### config.mk
export PLATFORM = sky130hd
export DESIGN_NAME = reg_write_arbiter
export DESIGN_NICKNAME = d
export VERILOG_FILES = /design/src/rtl/reg_write_arbiter.sv
export SDC_FILE = /design/constraint.sdc
export NUM_CORES = 1
export LEC_CHECK = 0
export CORE_UTILIZATION = 30
export CTS_CLUSTER_DIAMETER = 80
export DETAILED_ROUTE_END_ITERATION = 7
export HOLD_SLACK_MARGIN = 0.08
export PLACE_DENSITY = 0.61
export SETUP_SLACK_MARGIN = 0.05
export SLEW_MARGIN = 15
export SYNTH_ARGS = -nofsm -noshare
export SYNTH_HDL_FRONTEND = slang
export SYNTH_SLANG_ARGS = --single-unit
### constraint.sdc
create_clock -name CLK -period 1.35 [get_ports CLK]
set_clock_uncertainty 0.05 [all_clocks]
set_input_delay 0.405 -clock CLK [delete_from_list [all_inputs] [get_ports CLK]]
set_output_delay 0.405 -clock CLK [all_outputs]
set_load 0.03 [all_outputs]
### src/rtl/reg_write_arbiter.sv
// rtl/reg_write_arbiter.sv - round-robin arbiter for the register bank write port
//
// Two requesters (ALU writeback A, memory load M) share one write port of a
// NREGS x DW register bank. One winner is chosen per non-stalled edge; its data
// and address are registered and presented on the next cycle as the I bus plus
// a one-hot Write strobe.
//
// Ports:
//   CLK            system clock, all state on rising edge
//   Reset          synchronous active-high reset
//   Stall          suppresses any new grant this cycle
//   A_req/addr/data ALU write request, held until A_gnt
//   M_req/addr/data memory write request, held until M_gnt
//   A_gnt, M_gnt   one-cycle pulse: that side's write is on the bus this cycle
//   I              data bus to every bank register
//   Write          one-hot load strobe, bit k loads register k at next edge
//   last_m         1 when the most recent grant went to M (round-robin pointer)
//
// NREGS must equal 2**AW; every AW-bit address names a real register.

module reg_write_arbiter #(
  parameter int DW    = 16,
  parameter int NREGS = 8,
  parameter int AW    = 3
) (
  input  logic             CLK,
  input  logic             Reset,
  input  logic             Stall,
  input  logic             A_req,
  input  logic [AW-1:0]    A_addr,
  input  logic [DW-1:0]    A_data,
  input  logic             M_req,
  input  logic [AW-1:0]    M_addr,
  input  logic [DW-1:0]    M_data,
  output logic             A_gnt,
  output logic             M_gnt,
  output logic [DW-1:0]    I,
  output logic [NREGS-1:0] Write,
  output logic             last_m
);

  logic             a_elig;
  logic             m_elig;
  logic             grant_a;
  logic             grant_m;
  logic [AW-1:0]    win_addr;
  logic [DW-1:0]    win_data;
  logic [NREGS-1:0] win_onehot;

  // A requester whose grant is on the bus this cycle is still showing the
  // request it was just granted for, so it sits out one decision. This is what
  // prevents double grants and yields the forced gap between back-to-back
  // writes from one side.
  always_comb begin
    a_elig  = A_req & ~A_gnt;
    m_elig  = M_req & ~M_gnt;
    grant_a = 1'b0;
    grant_m = 1'b0;
    if (!Stall) begin
      // On a tie the side that did not win last time goes first.
      if (a_elig && (!m_elig || last_m)) begin
        grant_a = 1'b1;
      end else if (m_elig) begin
        grant_m = 1'b1;
      end
    end
  end

  always_comb begin
    win_addr = grant_m ? M_addr : A_addr;
    win_data = grant_m ? M_data : A_data;
    win_onehot = '0;
    win_onehot[win_addr] = 1'b1;
  end

  always_ff @(posedge CLK) begin
    if (Reset) begin
      A_gnt  <= 1'b0;
      M_gnt  <= 1'b0;
      Write  <= '0;
      I      <= '0;
      last_m <= 1'b1;
    end else begin
      A_gnt <= grant_a;
      M_gnt <= grant_m;
      if (grant_a || grant_m) begin
        Write  <= win_onehot;
        I      <= win_data;
        last_m <= grant_m;
      end else begin
        // I keeps its last value: the bank ignores it while Write is zero.
        Write <= '0;
      end
    end
  end

endmodule
**Word level (Yosys, flattened, before mapping)**

Cells that the tools add are included.

- Register bits after elaboration: 27
- Input port bits: 43
- Logic and storage cells: 27

- Magnitude comparators: 2
- Muxes and demuxes: 9
- Bitwise logic cells: 5
- Reduce and logical (&&, ||, !) cells: 6

Operators by type and width:

| operator | number |
|---|---|
| 16-bit two-way mux | 1 |
| 1-bit two-way mux | 6 |
| 3-bit by 4-bit less-than comparator with 1-bit output, second input constant | 1 |
| 1-bit demux with 3-bit select | 1 |
| 3-bit by 1-bit greater-or-equal comparator with 1-bit output, second input constant | 1 |
| 3-bit two-way mux | 1 |
| 1-bit inverter | 3 |
| 1-bit AND | 2 |
| 1-bit logical AND | 2 |
| 1-bit logical OR | 2 |
| 2-bit OR reduction | 1 |
| 1-bit logical NOT | 1 |

**Longest topological paths before layout**

- Word-level depth: 12
- Depth in mapped cells: 5
- Depth with buffers taken out: 3

**Worst setup path after synthesis**

No wires, ideal clock.

- Path kind: register -> register
- From: register M_gnt
- To: register I[10]
- Data required time: 1.148 ns
- Arrival time: 1.439 ns
- Slack: -0.291 ns
- Stages on the path, launching flop included: 6
- Buffers on the path: 2
- Cell sequence: dfxtp_1 > nand2b_4 > buf_6 > a21o_1 > buf_4 > a221oi_2

- Word-level cells in the longest chain between the ends: 8

RTL lines:

| what | line | text |
|---|---|---|
| start: declaration | 36 | `output logic M_gnt,` |
| start signal: assignment | 85 | `M_gnt <= grant_m;` |
| 1-bit inverter * | 56 | `m_elig = M_req & ~M_gnt;` |
| 1-bit AND * | 56 |  |
| 1-bit logical NOT | 61 | `if (a_elig && (!m_elig \|\| last_m)) begin` |
| 1-bit logical OR | 61 |  |
| 1-bit logical AND | 61 |  |
| 1-bit two-way mux | 61 |  |
| 1-bit two-way mux | 59 | `if (!Stall) begin` |
| 16-bit two-way mux or 1-bit logical OR (tied branches) | 71, 86 |  |
| end signal: assignment | 88 | `I <= win_data;` |
| end: declaration | 37 | `output logic [DW-1:0] I,` |

Every way passes the cells marked *; elsewhere a longest branch is shown, timed or not.
A chain may end at the register's enable or synchronous reset.

**Worst setup path after layout**

- From: register A_gnt
- To: register Write[2]

- Word-level cells in the longest chain between the ends: 10

RTL lines:

| what | line | text |
|---|---|---|
| start: declaration | 35 | `output logic A_gnt,` |
| start signal: assignment | 84 | `A_gnt <= grant_a;` |
| 1-bit inverter * | 55 | `a_elig = A_req & ~A_gnt;` |
| 1-bit AND * | 55 |  |
| 1-bit logical AND * | 61 |  |
| 1-bit two-way mux | 61 |  |
| 1-bit two-way mux | 59 |  |
| 3-bit two-way mux | 70 | `win_addr = grant_m ? M_addr : A_addr;` |
| 3-bit by 4-bit less-than comparator with 1-bit output (implied by the code) or 3-bit by 1-bit greater-or-equal comparator with 1-bit output (tied branches) | 73 | `win_onehot[win_addr] = 1'b1;` |
| 1-bit logical AND (implied by the code) | 73 |  |
| 1-bit two-way mux (implied by the code) | 73 |  |
| 1-bit demux with 3-bit select | 73 |  |
| end signal: assignment | 87 | `Write <= win_onehot;` |
| end: declaration | 38 | `output logic [NREGS-1:0] Write,` |

Marked as above.

==> implementation parameters <==
Parameter                              Value

Run status
  Outcome    complete, but fails checks
  Violations in the final reports    setup timing

Synthesis
  Cell types with the largest area share after synthesis    dfxtp_1 35%, a221oi_1 15%, and3b_1 10%
  Most used standard cell by instance count after synthesis    dfxtp_1
  Cell types with the highest counts after synthesis    27 x dfxtp_1, 26 x a221oi_1, 18 x and3b_1, 18 x inv_1, 16 x o21ai_0
  Net Count, Synth    203
  Number of distinct library cells after synthesis    30
  Proportion of netlist area held by the largest area contributor    34.9%
  Sequential area share after synthesis    34.9%
  Gate count of the mapped netlist    160
  Async SR Flop Fraction    0%
  Synthesized area    1550 sq um
  Synth Warn #    0
  Number of flops mapped to enable cells by yosys    0
  Average size of a mapped cell    9.68 sq um
  Area leader, netlist    dfxtp_1
  Number of storage elements in the synthesis netlist    27
  Primary flip-flop cell chosen by synthesis mapping    dfxtp_1

Place
  Weighted congestion reported at the end of routability-driven placement    0.825
  # placed instances    299
  Detailed Place HPWL    3510 um
  Buffers added on ports    69
  Worst slack, placed    -756 ps

CTS
  H-tree level count    1
  Maximum number of buffers from clock root to sink    2
  Root buffer cell    clkbuf_8
  Number of clock sinks    27
  Clock tree from TritonCTS    built
  Hold-fix buffers, CTS    0
  Latest clock arrival within the worst-skew pair    270 ps
  Clock buffer count from CTS    3
  Post-CTS clock slew at the launch and capture registers of the worst setup and hold paths    100 ps

Detailed routing
  Number of detailed-route iterations in the first pass    4
  Total vias in the final route    1668
  Wire length per cell after detailed routing    16.1 um
  Number of DRC markers in iteration 0    38
  Post-detailed-route DRC marker count    0
  Residual antenna-violating net count after detailed routing    0
  Via count normalized by instance count    5.38
  DRT Wirelength    5000 um

Floorplan
  Placeable core area    4850 sq um
  Io pins    70
  Die Footprint    5450 sq um
  Initial core utilization    31.9%
  Width of the die    73.9 um
  FP Rows    25
  Vert. Die Dim    73.9 um

Pwr
  Clock Power Share    22.6%
  Net Sw Frac    33.1%
  Part of the power in registers    40.8%
  Cell internal pwr    1430 uW
  Lkg Pwr    0.00102 uW
  Combinational share of power    36.7%
  Net load switching power    709 uW
  Worst voltage drop across the vdd grid    449 uV
  Power per cell area    814 nW/um^2

STA
  Worst Max-Slew Pin Slew    480 ps
  Final Worst Setup Slack    -110 ps
  Setup repair after global routing missed its margin    yes
  Worst relative slew slack    67.8%
  Max-slew violation total from the final report    0
  FMAX    685 MHz
  Period utilisation layout    108%
  Final setup violation count    26
  Shortest period the worst path allows    1460 ps
  Final count of hold timing violations    0
  Final TNS setup    -1590 ps

Worst setup path
  Startpoint type of the worst setup path    flip-flop
  Crit end category    flip-flop
  Path type of the worst setup path    reg -> reg
  Data arrival time at the worst-slack endpoint    1590 ps
  Highest fanout seen on the critical path    5
  Crit path required time    1480 ps

Global routing
  First-pass GRT wire length    7630 um
  Via count of the first global-routing pass    1612
  Maximum number of pins on one net before global-route repair    18
  Total congestion overflow after global routing    0
  Antenna violations before repair    0
  All-Layer GR Usage    18.1%

Final layout
  Antenna Diode Count    0
  Area added between synthesis and finish    69.5%
  Final Net Count    287
  Ratio of cells with drive above 1 in the final layout    43.2%
  Count of non-filler cells in the finished layout    310
  Filler Cell Count    425

Run
  Number of maximum-capacitance violations    0

Min path
  Type of the most critical hold path    reg -> reg
placed cells by master (no fill, tap or decap), types with 2 or more instances in the layout:
cell type,Yosys,layout
dfxtp_1,27,24
o21ai_1,2,2
a211o_1,2,2
a221oi_2,10,24
buf_4,1,42
clkbuf_8,0,3
buf_6,1,11
and3b_1,18,17
inv_1,18,18
o21ai_0,16,16
dfxtp_4,0,3
a2111oi_2,4,3
a221oi_1,26,12
o311ai_2,0,2
clkdlybuf4s50_1,0,38
nand4b_1,2,2
area by class of cell:
cell class / count / area [sq um] / share of cell area [%]
Sequential cell: 27 / 552 / 21.0
Tap cell: 67 / 83.8 / 3.19
Multi-Input combinational cell: 99 / 1030 / 39.2
Timing Repair Buffer: 95 / 850 / 32.3
Clock buffer: 4 / 45.0 / 1.72
Inverter: 18 / 67.6 / 2.57
logic make-up after synthesis:
logic type | share of synthesized area (%)
compound gates | 39.0
buf+inv | 9.53
simple gates | 16.6
flops | 34.9
what timing repair did:
action	4_1_cts	5_1_grt
resized for setup	21	16
setup buffers	5	1
cloned	0	1
endpoints found under the setup margin	30	28
pin swaps	8	6
layer usage:
| layer | up-vias | track usage, % | wire length, um |
|---|---|---|---|
| li1 | 803 | - | - |
| met1 | 795 | 24.3 | 2260 |
| met2 | 66 | 30.3 | 2430 |
| met3 | 4 | 2.61 | 274 |
| met4 | 0 | 4.91 | 41 |
| met5 | - | 0 | 0 |
per-stage QoR:
| stage | instance area (sq um) | utilization (%) | hold slack [ps] | total power (uW) |
|---|---|---|---|---|
| floorplan | 1690 | - | 506 | 1330 |
| detailed placement | 2420 | 49.9 | 411 | 1610 |
| global placement | 2420 | 49.9 | 402 | 1600 |
| global route | 2630 | 54.2 | 445 | 2240 |
| finish | 2630 | 54.2 | 422 | 2140 |
| CTS | 2550 | 52.6 | 425 | 2120 |
power groups by stage:
stage	sequential (uW)	combinational [uW]	clock [uW]
3_3_place_gp	886	717	0
4_1_cts	872	752	492
5_1_grt	877	837	527
3_5_place_dp	889	724	0
6_report	872	784	482
2_1_floorplan	988	339	0
worst max-delay path: stages (launching register included):
cell and delay, ps:
dfxtp_4 360, nand3b_1 280, a211o_1 390, a2111oi_2 280
flip-flops by register name (all words and copies together), names as in the netlist:
| register | count |
|---|---|
| I | 16 |
| Write | 8 |
| A_gnt | 1 |
| M_gnt | 1 |
| last_m | 1 |
worst paths after layout:
path	from	endpoint	slack (ps)	cells past startpoint
setup reg to reg	A_gnt$_SDFF_PP0_	Write[2]$_SDFF_PP0_	-110	3
hold reg to reg	I[0]$_SDFFE_PP0P_	I[0]$_SDFFE_PP0P_	420	2
setup / recovery	A_gnt$_SDFF_PP0_	Write[2]$_SDFF_PP0_	-110	3
hold / removal	I[0]$_SDFFE_PP0P_	I[0]$_SDFFE_PP0P_	420	2
No activity file was read; power rests on OpenSTA's default activity.
